File: src/rtl/tri_fifo_reader_pkg.sv
// -----------------------------------------------------------------------------
// tri_fifo_reader_pkg
// Shared definitions for the triangle FIFO reader and the writer that fills it:
//   - TRI_W / COMP_W / N_VTX / N_COMP : packed triangle geometry
//   - tri_t    : unpacked triangle, [vertex][component][bit]
//   - state_t  : reader control states
//   - pack_idx : bit offset of (vertex, component) inside the packed word
//   - pack_tri : writer-side packing of a tri_t into a TRI_W word
// -----------------------------------------------------------------------------
package tri_fifo_reader_pkg;

    localparam int COMP_W = 32;
    localparam int N_VTX  = 3;
    localparam int N_COMP = 4;
    localparam int TRI_W  = COMP_W * N_VTX * N_COMP;   // 384

    typedef logic [N_VTX-1:0][N_COMP-1:0][COMP_W-1:0] tri_t;

    typedef enum logic [1:0] {
        IDLE  = 2'd0,
        FETCH = 2'd1,
        ISSUE = 2'd2,
        DONE  = 2'd3
    } state_t;

    // Components are interleaved: all vertices of component 0 first, then
    // component 1, and so on.
    function automatic int pack_idx(input int v, input int c);
        return COMP_W * (N_VTX * c + v);
    endfunction

    function automatic logic [TRI_W-1:0] pack_tri(input tri_t t);
        logic [TRI_W-1:0] w;
        w = '0;
        for (int v = 0; v < N_VTX; v++) begin
            for (int c = 0; c < N_COMP; c++) begin
                w[pack_idx(v, c) +: COMP_W] = t[v][c];
            end
        end
        return w;
    endfunction

endpackage

File: src/rtl/tri_fifo_reader_unpack.sv
// -----------------------------------------------------------------------------
// tri_unpack
// Purely combinational slice of a packed triangle word into vertices.
// Ports:
//   data_i : packed triangle, TRI_W bits
//   tri_o  : unpacked triangle, tri_o[v][c] = vertex v, component c
// -----------------------------------------------------------------------------
module tri_unpack
    import tri_fifo_reader_pkg::*;
(
    input  logic [TRI_W-1:0] data_i,
    output tri_t             tri_o
);

    always_comb begin
        tri_o = '0;
        for (int v = 0; v < N_VTX; v++) begin
            for (int c = 0; c < N_COMP; c++) begin
                tri_o[v][c] = data_i[pack_idx(v, c) +: COMP_W];
            end
        end
    end

endmodule

File: src/rtl/tri_fifo_reader.sv
// -----------------------------------------------------------------------------
// tri_fifo_reader
// Pulls packed triangles from a ready/valid FIFO once per frame and hands them
// one at a time to the downstream projection/raster stage. An all-zero word
// marks the end of the object.
// Ports:
//   clk_in, rst_in         : clock, synchronous active-high reset
//   new_frame_in           : frame-start pulse
//   s_tvalid_in/s_tready_out/s_tdata_in : FIFO read side
//   coor_out_1..3, valid_out, ds_ready_in : triangle to downstream
//   obj_done_out           : one-cycle end-of-object pulse
//   tri_count_out          : saturating count of triangles issued this frame
//   overrun_out            : sticky, a frame started before the object ended
// -----------------------------------------------------------------------------
module tri_fifo_reader
    import tri_fifo_reader_pkg::*;
#(
    parameter int CNT_W = 16
) (
    input  logic                    clk_in,
    input  logic                    rst_in,
    input  logic                    new_frame_in,
    input  logic                    s_tvalid_in,
    output logic                    s_tready_out,
    input  logic [TRI_W-1:0]        s_tdata_in,
    output logic [N_COMP-1:0][COMP_W-1:0] coor_out_1,
    output logic [N_COMP-1:0][COMP_W-1:0] coor_out_2,
    output logic [N_COMP-1:0][COMP_W-1:0] coor_out_3,
    output logic                    valid_out,
    input  logic                    ds_ready_in,
    output logic                    obj_done_out,
    output logic [CNT_W-1:0]        tri_count_out,
    output logic                    overrun_out
);

    state_t           state_q, state_d;
    tri_t             coor_q, coor_d;
    tri_t             tri_unpacked;
    logic             valid_q, valid_d;
    logic             done_q, done_d;
    logic [CNT_W-1:0] cnt_q, cnt_d;
    logic             ovr_q, ovr_d;
    logic             accept;
    logic             is_marker;

    function automatic logic [CNT_W-1:0] sat_inc(input logic [CNT_W-1:0] x);
        return (&x) ? x : x + 1'b1;
    endfunction

    tri_unpack u_unpack (
        .data_i (s_tdata_in),
        .tri_o  (tri_unpacked)
    );

    assign s_tready_out = (state_q == FETCH);
    assign accept       = s_tvalid_in && s_tready_out;
    assign is_marker    = (s_tdata_in == '0);

    always_comb begin
        state_d = state_q;
        coor_d  = coor_q;
        valid_d = valid_q;
        done_d  = 1'b0;
        cnt_d   = cnt_q;
        ovr_d   = ovr_q;
        case (state_q)
            IDLE, DONE: begin
                if (new_frame_in) begin
                    state_d = FETCH;
                    cnt_d   = '0;
                end
            end
            FETCH: begin
                // A frame start here does not abort; it only flags the overrun.
                if (new_frame_in) ovr_d = 1'b1;
                if (accept) begin
                    if (is_marker) begin
                        done_d  = 1'b1;
                        state_d = DONE;
                    end else begin
                        coor_d  = tri_unpacked;
                        valid_d = 1'b1;
                        state_d = ISSUE;
                    end
                end
            end
            ISSUE: begin
                if (new_frame_in) ovr_d = 1'b1;
                if (valid_q && ds_ready_in) begin
                    valid_d = 1'b0;
                    cnt_d   = sat_inc(cnt_q);
                    state_d = FETCH;
                end
            end
            default: state_d = IDLE;
        endcase
    end

    always_ff @(posedge clk_in) begin
        if (rst_in) begin
            state_q <= IDLE;
            coor_q  <= '0;
            valid_q <= 1'b0;
            done_q  <= 1'b0;
            cnt_q   <= '0;
            ovr_q   <= 1'b0;
        end else begin
            state_q <= state_d;
            coor_q  <= coor_d;
            valid_q <= valid_d;
            done_q  <= done_d;
            cnt_q   <= cnt_d;
            ovr_q   <= ovr_d;
        end
    end

    assign coor_out_1    = coor_q[0];
    assign coor_out_2    = coor_q[1];
    assign coor_out_3    = coor_q[2];
    assign valid_out     = valid_q;
    assign obj_done_out  = done_q;
    assign tri_count_out = cnt_q;
    assign overrun_out   = ovr_q;

endmodule
File: config.mk
export PLATFORM = sky130hd
export DESIGN_NAME = tri_fifo_reader
export DESIGN_NICKNAME = d
export VERILOG_FILES = /design/src/rtl/tri_fifo_reader_pkg.sv /design/src/rtl/tri_fifo_reader_unpack.sv /design/src/rtl/tri_fifo_reader.sv
export SDC_FILE = /design/constraint.sdc
export NUM_CORES = 1
export LEC_CHECK = 0
export ABC_AREA = 1
export BUFFER_PORTS_ARGS = -buffer_cell sky130_fd_sc_hd__buf_2
export CORE_AREA = 2 2 307 309
export CTS_BUF_LIST = sky130_fd_sc_hd__clkbuf_4 sky130_fd_sc_hd__clkbuf_8
export DETAILED_ROUTE_END_ITERATION = 7
export DIE_AREA = 0 0 309 311
export PLACE_DENSITY_LB_ADDON = 0.1
export SLEW_MARGIN = 30
export SYNTH_ARGS = -nofsm -noshare
export SYNTH_HDL_FRONTEND = slang
export SYNTH_SLANG_ARGS = --single-unit
File: constraint.sdc
create_clock -name clk_in -period 5.3 [get_ports clk_in]
set_input_delay 0.795 -clock clk_in [delete_from_list [all_inputs] [get_ports clk_in]]
set_output_delay 0.795 -clock clk_in [all_outputs]
set_load 0.02 [all_outputs]
Word-level counts from Yosys, hierarchy flattened:

Cells that the tools add are included.

* word-level logic and storage cells: 58
* register bits after elaboration: 405
* output and inout bits: 404

* muxes and demuxes: 14
* $add $sub $neg: 1
* reduce and logical (&&, ||, !) cells: 15
* equal/unequal tests: 8
* bitwise logic cells: 3

Operators with widths (count)
* zero test 384 bit: 1
* two-way mux 16 bit: 3
* case mux 16 bit (2 select lines): 1
* adder 16 x 1 -> 16 bit (second input constant): 1
* AND reduction 16 bit: 1
* inequality test 2 bit (second input constant): 4
* AND reduction 4 bit: 2
* two-way mux 2 bit: 3
* case mux 2 bit (3 select lines): 1
* AND reduction 3 bit: 2
* two-way mux 1 bit: 5
* equality test 2 bit (second input constant): 2
* nonzero test 2 bit: 2
* OR reduction 2 bit: 2
* NOT 1 bit: 3
* OR reduction 3 bit: 1
* equality test 2 x 1 -> 1 bit (second input constant): 1
* logical AND 1 bit: 2
* zero test 2 bit: 1
* inequality test 2 x 1 -> 1 bit (second input constant): 1
* case mux 1 bit (2 select lines): 1
* AND reduction 2 bit: 1

Logic depth before layout (Yosys ltp):

* depth after elaboration: 4
* mapped depth: 14
* gate-level depth less buffers: 12

Cells and area by module:

Synthesis repeated with hierarchy kept, for this count alone.

* cell total of the unflattened synthesis: 2594
* area total of the unflattened synthesis: 18784.3 µm²

By module, submodules not included
* tri_fifo_reader: sequential area each 8107.8 µm², area an instance 15901.5 µm², cells each 2210, times used 1
* tri_unpack: sequential area each 0.0 µm², area an instance 2882.8 µm², cells each 384, times used 1

Worst setup path after synthesis:

No wires, ideal clock.

* path kind: input -> register
* start point: in s_tdata_in[137]
* end point: reg coor_q (netlist bit coor_out_1[17])
* path slack: 3129 ps
* stages on the path: 14
* path buffers: 2
* library setup time: 116 ps
* data required time: 5184 ps
* data arrival time: 2055 ps
* cells stage by stage: nor2_1 nand2_1 nor2_1 nand2_1 nor2_1 nand2_1 nor2_2 nand3_2 nand2_4 inv_4 buf_6 buf_6 nor2_1 nor2_1

* word-level cells in the longest chain between the ends: 3

Ends and longest elaborated chain
* start, declared: line tri_fifo_reader.sv:25 `input logic [TRI_W-1:0] s_tdata_in,`
* zero test 384 bit: line tri_fifo_reader.sv:57 `assign is_marker = (s_tdata_in == '0);`
* NOT 1 bit (no line)
* AND reduction 3 bit (no line)
* end signal, assigned: line tri_fifo_reader.sv:109 `coor_q <= coor_d;`
* end, declared: line tri_fifo_reader.sv:37 `tri_t coor_q, coor_d;`

No other way between the ends.
A chain may end at the register's enable or synchronous reset.

Worst setup path in the final report:

* start point: in s_tdata_in[169]
* end point: reg coor_q (netlist bit coor_out_3[36])

The elaborated chain is that of the path after synthesis.

==> impl_results.md <==
- Status: completed
- Maximum net fanout on the critical path: 153
- Total I/O pin count: 793
- CTS tree: built
- Std-Cell Rows: 112
- Final period util: 59.9%
- Root Driver: clkbuf_8
- Post-layout util: 24.9%
- Synth top area cells: dfxtp_1, nor2_1, o21ai_0
- Vias in the first global route: 17300
- Pwr per Cell Area: 395 nW/um2
- Clock Sinks: 405
- Post-Syn Area per Cell: 7.49 um2
- Post-synthesis sequential area ratio: 49.1%
- Vias per Instance: 3.98
- Post-synthesis instance area: 16500 um2
- Crit path required time: 5.88 ns
- Gr ovfl total: 0
- Height of the die: 311 um
- Final Max Tran Viols: 0
- Most used routing layer: met2
- Met2 Resource Use GR: 26.4%
- Final hold vios: 0
- Total CTS buffers: 85
- Final HPWL DP: 56200 um
- DR vias: 17100
- Synthesized instance count: 2207
- EDFF count, synth: 0
- Synth area leader: dfxtp_1
- # fillers: 10600
- Area grow syn2layout: 39.7%
- #FFs+latches synth: 405
- Clock Latency Late Sink: 0.73 ns
- H-tree depth: 3
- Post-synth top area share: 49.1%
- CTS clk-pin slew, worst paths: 0.06 ns
- DRT iter0 DRCs: 661
- Largest net degree at the start of global routing: 171
- CTS max path bufs: 3
- Type of the worst min-delay path: in2reg
- Setup violations, final: 0
- Peak supply drop: 0.000192 V
- First-pass iteration count of the detailed router: 5
- Worst-margin pin slew: 1.30 ns
- Global routing usage on met3: 7.42%
- DIE AREA: 96100 um2
- Routed WL per cell: 17.5 um
- Post-synth top flop: dfxtp_1
- GPL Wtd Cong: 0.842
- DRC violations left: 0
- Max capacitance violation total: 0
- Setup Buffers After CTS: 0
- RSZ-0062 raised after global routing: no
- Synth unique cells: 27
- Async SR Flop Fraction: 0%
- Top-count cell post-synth: nor2_1
- Synthesized net count: 2599
- Layout Skew: 0.0384 ns
- Core Footprint: 92800 um2
- Leakage power: 10.4 nW
- Ys Warns: 0
- Antenna violations before repair: 38
- PostCTS Resize Cnt: 0
- Crit Path Category: in2reg
- Commonest cells in the netlist: nor2_1, dfxtp_1, o21ai_0
- Share of cells above drive strength 1: 37.7%
- Slew headroom: 13.1%
- Hold_buf cts: 0
- First-pass GRT wire length: 109000 um
- Initial core utilization: 17.8%
- Total track usage: 15.0%
- Total Nets Final: 3359
- Total wire length: 75400 um
- CP Capture Type: flip-flop
- Chip width: 309 um
- Worst setup SP type: input pin
- Crit path time final: 3.17 ns
- Max Clk Rate: 315 MHz
- PortBufs: 792
- Setup TNS: 0 ns
- Met1 usage in global routing: 15.1%
- Post-route ant nets: 0
- CP arrival: 3.75 ns
[worst max-delay path: stages]
cell	delay, ns
buf_2	0.13
nor2_1	0.10
nand2_1	0.17
nor2_1	0.15
nand2_1	0.06
nor2_1	0.21
nand2_1	0.15
nor2_2	0.21
nand3_2	0.20
nand2_8	0.16
inv_16	0.10
buf_4	0.59
nor2_1	0.15
nor2_1	0.06
[registers in the layout (all words and copies together), names as in the netlist]
signal,cells
overrun_out,1
coor_out_2,128
obj_done_out,1
coor_out_1,128
valid_out,1
state_q,2
tri_count_out,16
coor_out_3,128
[metrics by stage]
stage | hold slack, ns | cell area [um2] | power (mW) | worst slack, ns | instances
global route | 0.253 | 23100 | 9.67 | 2.21 | 4299
floorplan | 0.456 | 16500 | 4.85 | 3.13 | 2207
detailed placement | 0.465 | 21200 | 5.57 | 1.60 | 4134
finish | 0.324 | 23100 | 9.12 | 2.13 | 4303
CTS | 0.219 | 23000 | 9.34 | 2.39 | 4287
global placement | 0.454 | 21200 | 5.56 | 1.63 | 4134
[logic make-up (layout without fill, tap and decap cells)]
logic type                 after synthesis  after routing  synth area share, %
xor gates and xnor gates                 4              4                0.212
adders and majority gates                3              3                0.227
DFF                                    405            405                 49.1
buffers and inverters                  157            983                 6.97
and+or+nand+nor                       1226           1226                 31.0
AOI/OAI and AO/OA                      412            412                 12.5
other                                    0             16                    0
[final timing paths]
check | depth (start not counted) | slack (ns) | to | from
setup / recovery | 14 | 2.13 | coor_out_3[36] | s_tdata_in[169]
hold / removal | 3 | 0.32 | coor_out_1[28] | s_tdata_in[28]
setup reg to reg | 9 | 2.56 | coor_out_3[36] | state_q[1]
hold reg to reg | 2 | 0.47 | overrun_out | overrun_out
[cell usage in the layout, fill, tap and decap left out, types with 2 or more instances in the layout]
master,count
a211oi_1,2
a21oi_1,16
buf_12,5
buf_2,792
buf_4,4
clkbuf_4,26
clkbuf_8,111
clkinv_2,6
clkinvlp_4,5
dfxtp_1,405
diode_2,16
ha_1,3
inv_1,27
inv_6,3
nand2_1,157
nand3_1,10
nand4_1,4
nor2_1,857
nor2_2,183
nor3_1,8
nor4_1,2
o21ai_0,317
o21ai_1,76
or2_2,2
xor2_1,4
[report_power, final]
group / internal (mW) / total, mW / switching (mW)
logic: 0.648 / 1.92 / 1.28
registers: 3.37 / 3.55 / 0.182
clock network: 2.11 / 3.64 / 1.54
total: 6.13 / 9.12 / 2.99
[cell type report]
type	count	area, um2	area share (%)
clock inverters	16	140	0.607
well taps	1254	1570	6.80
multi-input cells	1645	7270	31.5
inverters	29	133	0.575
repair buffers	801	4090	17.7
flip-flops and latches	405	8110	35.1
diodes	16	40.0	0.173
clock buffers	137	1720	7.47
[routing by layer]
layer  share of wire (%)  routed length, um
met2                  49              36900
met5                0.37                281
met3                  11               8070
met1                  37              27700
met4                 3.3               2490
Note: power is estimated with default switching activity, not from simulation.
